`config.mk`:
```
export PLATFORM = sky130hd
export DESIGN_NAME = cam_capture_rgb444
export DESIGN_NICKNAME = d
export VERILOG_FILES = /design/src/rtl/cam_capture_rgb444.sv
export SDC_FILE = /design/constraint.sdc
export NUM_CORES = 1
export LEC_CHECK = 0
export BUFFER_PORTS_ARGS = -buffer_cell sky130_fd_sc_hd__buf_2
export CAP_MARGIN = 20
export CORE_ASPECT_RATIO = 1.75
export CORE_MARGIN = 3
export CORE_UTILIZATION = 50
export CTS_BUF_LIST = sky130_fd_sc_hd__clkbuf_16
export CTS_CLUSTER_DIAMETER = 40
export DETAILED_ROUTE_END_ITERATION = 16
export PLACE_DENSITY = 0.74
export SYNTH_ARGS = -nofsm -noshare
export SYNTH_HDL_FRONTEND = slang
export SYNTH_SLANG_ARGS = --single-unit
```
`constraint.sdc`:
```
create_clock -name clk -period 1.85 [get_ports clk]
set_clock_uncertainty 0.15 [all_clocks]
set_input_delay 0.185 -clock clk [delete_from_list [all_inputs] [get_ports clk]]
set_output_delay 0.185 -clock clk [all_outputs]
set_load 0.05 [all_outputs]
```
`src/rtl/cam_capture_rgb444.sv`:
```
// OV7670-style camera receiver: oversamples pclk/vsync/href/data in the clk domain and writes RGB444 pixels to a frame buffer.
// Optional line/frame length checking is built when CAM_CAPTURE_CHECK_EN is defined.
module cam_capture_rgb444 #(
  parameter int IMG_W       = 160,
  parameter int IMG_H       = 120,
  parameter int AW          = 15,
  parameter int DW          = 12,
  parameter int SYNC_STAGES = 2
) (
  input  logic          clk,
  input  logic          rst,
  input  logic          cam_pclk,
  input  logic          cam_vsync,
  input  logic          cam_href,
  input  logic [7:0]    cam_px_data,
  input  logic          cap_en,
  output logic [AW-1:0] mem_addr,
  output logic [DW-1:0] mem_data,
  output logic          mem_we,
  output logic          frame_done,
  output logic          busy,
  output logic [1:0]    cap_err
);

  localparam int NPIX = IMG_W * IMG_H;
  localparam int LINE_BYTES = 2 * IMG_W;
  localparam logic [AW-1:0] LAST_ADDR = AW'(NPIX - 1);

  typedef enum logic [2:0] {IDLE, WAIT_FRAME, WAIT_LINE, BYTE_HI, BYTE_LO} state_t;

  state_t state, next_state;

  logic [SYNC_STAGES-1:0][10:0] sync_q;
  logic [10:0] s_bus;
  logic        s_pclk, s_vsync, s_href;
  logic [7:0]  s_data;
  logic        pclk_prev, vsync_prev;
  logic        pclk_rise, vsync_rise, vsync_fall;

  logic        start_frame, end_frame, in_frame, byte_ok, latch_r, latch_gb;
  logic [3:0]  red;
  logic [DW-1:0] pix;
  logic        wr_req, full;

  // All camera signals share one chain so pclk, href and data stay aligned.
  always_ff @(posedge clk or negedge rst) begin
    if (!rst) begin
      sync_q     <= '0;
      pclk_prev  <= 1'b0;
      vsync_prev <= 1'b0;
    end else begin
      sync_q     <= {sync_q[SYNC_STAGES-2:0], {cam_pclk, cam_vsync, cam_href, cam_px_data}};
      pclk_prev  <= s_pclk;
      vsync_prev <= s_vsync;
    end
  end

  assign s_bus      = sync_q[SYNC_STAGES-1];
  assign s_pclk     = s_bus[10];
  assign s_vsync    = s_bus[9];
  assign s_href     = s_bus[8];
  assign s_data     = s_bus[7:0];
  assign pclk_rise  = s_pclk & ~pclk_prev;
  assign vsync_rise = s_vsync & ~vsync_prev;
  assign vsync_fall = ~s_vsync & vsync_prev;

  always_ff @(posedge clk or negedge rst) begin
    if (!rst) state <= IDLE;
    else      state <= next_state;
  end

  always_comb begin
    next_state = state;
    unique case (state)
      IDLE:       if (cap_en) next_state = WAIT_FRAME;
      WAIT_FRAME: if (vsync_fall && cap_en) next_state = WAIT_LINE;
      WAIT_LINE, BYTE_HI, BYTE_LO: begin
        if (vsync_rise)      next_state = cap_en ? WAIT_FRAME : IDLE;
        else if (pclk_rise) begin
          if (!s_href)                next_state = WAIT_LINE;
          else if (state == BYTE_HI)  next_state = BYTE_LO;
          else                        next_state = BYTE_HI;
        end
      end
      default:    next_state = IDLE;
    endcase
  end

  // A vsync rise takes priority over a byte arriving in the same clk.
  always_comb begin
    in_frame    = (state == WAIT_LINE) || (state == BYTE_HI) || (state == BYTE_LO);
    start_frame = (state == WAIT_FRAME) && vsync_fall && cap_en;
    end_frame   = in_frame && vsync_rise;
    byte_ok     = in_frame && !vsync_rise && pclk_rise && s_href;
    latch_r     = byte_ok && (state != BYTE_HI);
    latch_gb    = byte_ok && (state == BYTE_HI);
  end

  always_ff @(posedge clk or negedge rst) begin
    if (!rst) begin
      red        <= '0;
      pix        <= '0;
      wr_req     <= 1'b0;
      full       <= 1'b0;
      mem_we     <= 1'b0;
      mem_data   <= '0;
      mem_addr   <= '0;
      frame_done <= 1'b0;
      busy       <= 1'b0;
    end else begin
      wr_req     <= latch_gb;
      mem_we     <= wr_req && !full;
      frame_done <= end_frame;
      if (latch_r)  red <= s_data[3:0];
      if (latch_gb) pix <= DW'({red, s_data});
      if (wr_req && !full) mem_data <= pix;
      // Address saturates at the last pixel; full blocks any further writes.
      if (start_frame) begin
        mem_addr <= '0;
        full     <= 1'b0;
      end else if (mem_we) begin
        if (mem_addr == LAST_ADDR) full <= 1'b1;
        else                       mem_addr <= mem_addr + AW'(1);
      end
      if (start_frame)    busy <= 1'b1;
      else if (end_frame) busy <= 1'b0;
    end
  end

`ifdef CAM_CAPTURE_CHECK_EN
  localparam int BCW = $clog2(LINE_BYTES + 1) + 1;
  localparam int LCW = $clog2(IMG_H + 1) + 1;

  logic [BCW-1:0] byte_cnt;
  logic [LCW-1:0] line_cnt, lines_at_end;
  logic [1:0]     err;
  logic           mid_line, line_end;

  assign mid_line     = (state == BYTE_HI) || (state == BYTE_LO);
  assign line_end     = mid_line && !vsync_rise && pclk_rise && !s_href;
  assign lines_at_end = (mid_line && line_cnt != '1) ? line_cnt + LCW'(1) : line_cnt;

  // A line cut short by vsync still counts as a line for the frame total.
  always_ff @(posedge clk or negedge rst) begin
    if (!rst) begin
      byte_cnt <= '0;
      line_cnt <= '0;
      err      <= 2'b00;
    end else if (start_frame) begin
      byte_cnt <= '0;
      line_cnt <= '0;
      err      <= 2'b00;
    end else begin
      if (byte_ok && byte_cnt != '1) byte_cnt <= byte_cnt + BCW'(1);
      if (line_end || end_frame)     byte_cnt <= '0;
      if (line_end) begin
        if (byte_cnt != BCW'(LINE_BYTES)) err[0] <= 1'b1;
        if (line_cnt != '1)               line_cnt <= line_cnt + LCW'(1);
      end
      if (end_frame) begin
        if (mid_line && byte_cnt != BCW'(LINE_BYTES)) err[0] <= 1'b1;
        if (lines_at_end != LCW'(IMG_H))              err[1] <= 1'b1;
      end
      if (wr_req && full) err[1] <= 1'b1;
    end
  end

  assign cap_err = err;
`else
  assign cap_err = 2'b00;
`endif

endmodule

```
==> impl_metrics.tcl, run 1 <==
set metrics [dict create \
    cts_buffers 9 \
    cts_root_buffer "clkbuf_16" \
    synthFlopType "dfrtp_1" \
    synthDistinctLibCells 46 \
    drt_iter0_markers 136 \
    drc 0 \
    layout-drive-gt1-share_pct 45.43 \
    crit_chain "or4b_4 -> o41a_4 -> nand4_1 -> mux2i_1" \
    seq_area_frac_synth_pct 62.74 \
    syn_inst 229 \
    clk_latency_ns 0.32 \
    synth-edff-count 0 \
    rows 36 \
    drv_slew 0 \
    cp_top_family "simple AND/OR/NAND/NOR gates" \
    end_kind "flip-flop" \
    worstPathMaxFanout 4 \
    clkTransAtPathRegs_ns 0.05 \
    gp_congestion 0.8764 \
    grt_max_degree 36 \
    die_y_um 108.3 \
    setup_viol 3 \
    vias 2118 \
    drtAntennaViolNets 0 \
    io_buffers 43 \
    avgSynthCellArea_sq_um 13.06 \
    ys_ff_latch 75 \
    cp-start-kind "flip-flop" \
    cts_buffer_depth 2 \
    hold_viol_final 0 \
    grt_pass1_wl_um 9563 \
    routed_wirelength_um 6037 \
    power_density_nw_per_um2 1418 \
    first_pass_iters 4 \
    dpl.hpwl_um 4161 \
    coreArea_sq_um 5675 \
    hold_class "input port to flip-flop" \
    syn2layout_area_growth_pct 31.95 \
    period_share_pct 101.3 \
    synth_compound_area_share_pct 7.026 \
    clock-sinks 75 \
    synth_top_family_by_area "simple AND/OR/NAND/NOR gates" \
    ir_worst_vdd_mv 1.113 \
    grt_usage_pct 18.37 \
    ioPinCount 46 \
    mostFrequentLayoutCells "dfrtp_1 (59), buf_2 (42), mux2_2 (28)" \
    start_util_pct 52.71 \
    fmax_mhz 533.4 \
    maxCapViolCount 0 \
    wl_per_cell_um 15.36 \
    antenna_found_initial 0 \
    synthArstFlopShare_pct 100.0 \
    final_common_cell "dfrtp_1" \
    grt_pass1_vias 2117 \
    finalPower_mw 5.596 \
    setup_slack_ns -0.02493 \
    cts_tree "done" \
    synth-xor-area-share_pct 1.171 \
    leakagePower_nw 1.911 \
    synthAdderAreaFrac_pct 0.4182 \
    violations "negative setup slack" \
    num_antenna_cells 0 \
    totalNegativeSetupSlack_ns -0.02821 \
    die_w_um 64.47 \
    hold-worst-slack_ns 0.1617 \
    dieArea_sq_um 6984 \
    critical_path_required_ns 1.94 \
    finalNetCount 328 \
    status "complete, but fails checks" \
    grt_overflow 0 \
    cp_slowest_cell "or4b_4" \
    yosys_warnings 0 \
    synth_mux_area_share_pct 10.87 \
    cpPeakStageDelay_ns 0.58 \
    cp.arrival_ns 1.97 \
    worstSetupPathType "flip-flop to flip-flop" \
    rsz0062_at_grt "yes" \
    yosys.area_share.simple_pct 14.81 \
    htree_levels 3 \
    vias_per_cell 5.389 \
    pre_cts_ws_ns -0.01722 \
    syn_area_sq_um 2992 \
    worst-path-buf-inv 0 \
    fin_crit_ns 1.875 \
]
==> area by class of cell <==
class | instances | area [sq um]
clock buffers | 9 | 225.2
clock inverters | 6 | 83.83
fillers | 416 | 1728
inverters | 6 | 22.52
multi-input cells | 139 | 1067
flip-flops and latches | 75 | 1897
well taps | 76 | 95.09
repair buffers | 82 | 556.8
==> per-layer routing <==
layer | part of all wire [%] | routed length, um | vias up | global-route usage (%)
met2 | 53 | 3202 | 66 | 31.58
met3 | 4.6 | 277 | 25 | 4.262
met4 | 4.7 | 284 | 0 | 12.56
li1 | - | - | 1001 | -
met1 | 38 | 2272 | 1026 | 19.70
met5 | 0 | 0 | - | 0
==> worst paths after layout <==
kind	from	depth (start not counted)	slack [ns]	end
setup / recovery	mem_addr[13]$_DFFE_PN0P_	4	-0.02	mem_addr[6]$_DFFE_PN0P_
setup reg to reg	mem_addr[13]$_DFFE_PN0P_	4	-0.02	mem_addr[6]$_DFFE_PN0P_
hold / removal	cap_en	3	0.16	state[0]$_DFFE_PN0P_
min in group asynchronous	rst	2	0.22	mem_addr[5]$_DFFE_PN0P_
hold reg to reg	sync_q[3]$_DFF_PN0_	0	0.19	s_bus[3]$_DFF_PN0_
max in group asynchronous	rst	3	0.73	mem_data[4]$_DFFE_PN0P_
==> repair_timing <==
| action | in CTS | in global routing |
|---|---|---|
| setup buffers | 0 | 3 |
| gates resized for setup | 2 | 6 |
| hold buffers | 12 | 0 |
| pin swaps | 1 | 1 |
| endpoints found under the setup margin | 3 | 16 |
| hold endpoints to repair | 44 | 0 |
==> sequential cells by signal, indices dropped and copies added (netlist names), 3 cells and up <==
register and count:
mem_addr 15, mem_data 12, pix 12, s_bus 11, sync_q 11, red 4
state 3
==> Yosys cell counts (2+ instances only) <==
library cell	count	share of area, %
a21oi_1	11	1.8
a32o_1	2	0.67
and3_1	2	0.42
buf_2	2	0.33
buf_4	2	0.50
buf_6	2	0.75
clkbuf_1	3	0.38
dfrtp_1	75	63
inv_1	6	0.75
mux2_2	28	11
nand2_1	10	1.3
nand2b_1	5	1.0
nand3_1	8	1.3
nand3b_1	2	0.50
nand4_1	5	1.0
nor2_1	8	1.0
nor2b_1	3	0.63
nor4_1	4	0.84
o211ai_1	2	0.50
o21ai_0	7	1.2
o21ai_1	3	0.50
or2_2	2	0.42
or3_1	7	1.5
or3_2	2	0.50
or4_1	4	1.0
xnor2_1	4	1.2
==> worst reg2reg max path: cells and delay by family, from the launching register on <==
| family | cells | cell delay [ns] |
|---|---|---|
| compound gates | 1 | 0.39 |
| flops | 1 | 0.40 |
| mux | 1 | 0.18 |
| simple gates | 2 | 0.69 |
==> power breakdown <==
| group | total (mW) | internal (mW) | switching, mW |
|---|---|---|---|
| clock | 1.77 | 1.16 | 0.607 |
| combinational | 1.53 | 0.554 | 0.977 |
| sequential | 2.30 | 1.99 | 0.302 |
| total | 5.60 | 3.71 | 1.89 |
==> kinds of logic (layout without fill, tap and decap cells) <==
kind of cell | count (synthesis) | in the layout
DFF | 75 | 75
AOI/OAI and AO/OA | 33 | 33
other | 1 | 2
buffers and inverters | 16 | 103
adders and majority gates | 1 | 1
xor gates and xnor gates | 4 | 4
and+or+nand+nor | 70 | 70
muxes | 29 | 29
==> per-stage QoR <==
stage                     cell area, sq um  instances  util [%]
after floorplan                       3024        230         -
after global routing                  3948        393     69.55
after global placement                3467        363     61.09
after detailed placement              3467        363     61.09
after CTS                             3904        390     68.78
final                                 3948        393     69.55
Power figures use the tool's default switching activity.
==> run 2: changes to the inputs <==
--- a/config.mk
+++ b/config.mk
@@ -7,7 +7,7 @@
 export LEC_CHECK = 0
 export BUFFER_PORTS_ARGS = -buffer_cell sky130_fd_sc_hd__buf_2
 export CAP_MARGIN = 20
-export CORE_ASPECT_RATIO = 1.75
+export CORE_ASPECT_RATIO = 1.1
 export CORE_MARGIN = 3
 export CORE_UTILIZATION = 50
 export CTS_BUF_LIST = sky130_fd_sc_hd__clkbuf_16
==> run 2 against run 1 <==
Effect of this change: the run still ends with negative setup slack left; non-clock buffer count increased by 1; critical path type unchanged; hold slack got worse by 0.0079 ns; sequential share of layout area down 0.29 points; setup slack worse by 0.033 ns.
==> impl_metrics.tcl, run 2 (same netlist as run 1, synthesis figures left out) <==
set metrics [dict create \
    status "complete, but fails checks" \
    violations "negative setup slack" \
    r2r-start "mem_addr[8]$_DFFE_PN0P_" \
    syn2layout_area_growth_pct 32.83 \
    grt_max_degree 50 \
    crit_start "mem_addr[8]$_DFFE_PN0P_" \
    ioPinCount 46 \
    largest_register_ffs 15 \
    worstPathMaxFanout 4 \
    finalNetCount 329 \
    power_density_nw_per_um2 1367 \
    fmax_mhz 524.0 \
    tightest_slew_ns 0.4871 \
    cts_root_buffer "clkbuf_16" \
    clkTransAtPathRegs_ns 0.06 \
    fin_crit_ns 1.908 \
    gp_congestion 0.8586 \
    dieArea_sq_um 6948 \
    coreArea_sq_um 5570 \
    cts_buffers 9 \
    utilization_pct 71.34 \
    clock-sinks 75 \
    hold_viol_final 0 \
    totalNegativeSetupSlack_ns -0.1171 \
    vias 2134 \
    start_util_pct 53.71 \
    routed_wirelength_um 6076 \
    end_kind "flip-flop" \
    mostFrequentLayoutCells "dfrtp_1 (58), buf_2 (42), mux2_2 (28)" \
    reg.largest.list "mem_addr (15), mem_data (12), pix (12)" \
    io_buffers 43 \
    layout-drive-gt1-share_pct 48.90 \
    cp.arrival_ns 2.00 \
    maxCapViolCount 0 \
    clk_latency_ns 0.33 \
    die_w_um 79.75 \
    grt_pass1_vias 2164 \
    wl_per_cell_um 15.42 \
    dpl.hpwl_um 3924 \
    htree_levels 3 \
    setup_viol 3 \
    worstSetupPathType "flip-flop to flip-flop" \
    endpoint "mem_addr[6]$_DFFE_PN0P_" \
    relSlewSlack_pct 67.08 \
    num_antenna_cells 0 \
    first_pass_iters 5 \
    grt_pass1_wl_um 10180 \
    drtAntennaViolNets 0 \
    antenna_found_initial 0 \
    cp-start-kind "flip-flop" \
    final_common_cell "dfrtp_1" \
    finalPower_mw 5.432 \
    rows 28 \
    r2r_cells 4 \
    critical_path_required_ns 1.94 \
    drt_iter0_markers 126 \
    rrSetupSlack_ns -0.06 \
    largest_register "mem_addr" \
    leakagePower_nw 1.905 \
    vias_per_cell 5.416 \
    cts_tree "done" \
    rsz0062_at_grt "yes" \
    cts_buffer_depth 2 \
    pre_cts_ws_ns -0.06675 \
    fillers 394 \
    die_y_um 87.13 \
    ir_worst_vdd_mv 0.9640 \
    grt_usage_pct 19.36 \
    r2r_end "mem_addr[6]$_DFFE_PN0P_" \
    grt_overflow 0 \
    drv_slew 0 \
    drc 0 \
    setup_slack_ns -0.05838 \
    period_share_pct 103.2 \
    hold_class "input port to asynchronous set/reset pin" \
]
## run 2: cell types whose count changed in the layout (fill, tap and decap cells not counted), moves of 2 or more
cell        delta
or3_4          +4
or3_1          -3
a21oi_1        -2
a21oi_2        +2
bufinv_16      -2
clkinvlp_4     +2
inv_6          +2
## run 2: how the worst min path moves through the flow
stage,depth (start not counted),from,slack [ns],endpoint
global route,3,cap_en,0.17,state[0]$_DFFE_PN0P_
detailed placement,1,rst,-0.03,mem_data[7]$_DFFE_PN0P_
floorplan,0,rst,-0.26,busy$_DFFE_PN0P_
global placement,1,rst,-0.03,mem_data[7]$_DFFE_PN0P_
CTS,3,cap_en,0.15,state[0]$_DFFE_PN0P_
finish,2,rst,0.15,mem_data[7]$_DFFE_PN0P_
## run 2: critical path, cell delays in order (launching register included)
cell	delay [ns]
dfrtp_2	0.42
or4b_4	0.56
o41a_4	0.39
nand4_1	0.11
mux2i_1	0.20
## run 2: final cells by class
class / count / area [sq um] / share of cell area (%)
timing repair buffer: 83 / 568.0 / 14.29
sequential: 75 / 1898 / 47.76
clock inverter: 7 / 51.30 / 1.291
clock buffer: 9 / 225.2 / 5.668
tap: 75 / 93.84 / 2.361
inverter: 6 / 22.52 / 0.5668
multi-input combinational: 139 / 1115 / 28.05
## run 2: metal layers
metal	global-route usage, %	up-vias	part of all wire, %
met4	8.449	0	1.0
met2	32.65	57	54
li1	-	1000	-
met1	23.80	1071	41
met5	0	-	0
met3	4.555	6	4.1
## run 2: what timing repair did
item | 4_1_cts | 5_1_grt
setup endpoints to repair | 7 | 25
pin swaps | 0 | 4
setup buffers | 1 | 5
hold endpoints to repair | 80 | 0
hold buffers | 12 | 0
resized for setup | 3 | 18
## run 2: metrics by stage
stage | hold slack [ns] | instance area, sq um | instances
after floorplan | -0.2606 | 3024 | 230
after global placement | -0.03438 | 3451 | 360
after detailed placement | -0.03031 | 3451 | 360
after CTS | 0.1533 | 3866 | 389
after global routing | 0.1707 | 3974 | 394
final | 0.1537 | 3974 | 394
## run 2: power by group
group / switching, mW / internal, mW
registers: 0.306 / 1.99
logic: 0.985 / 0.564
clock network: 0.674 / 0.911
total: 1.96 / 3.47
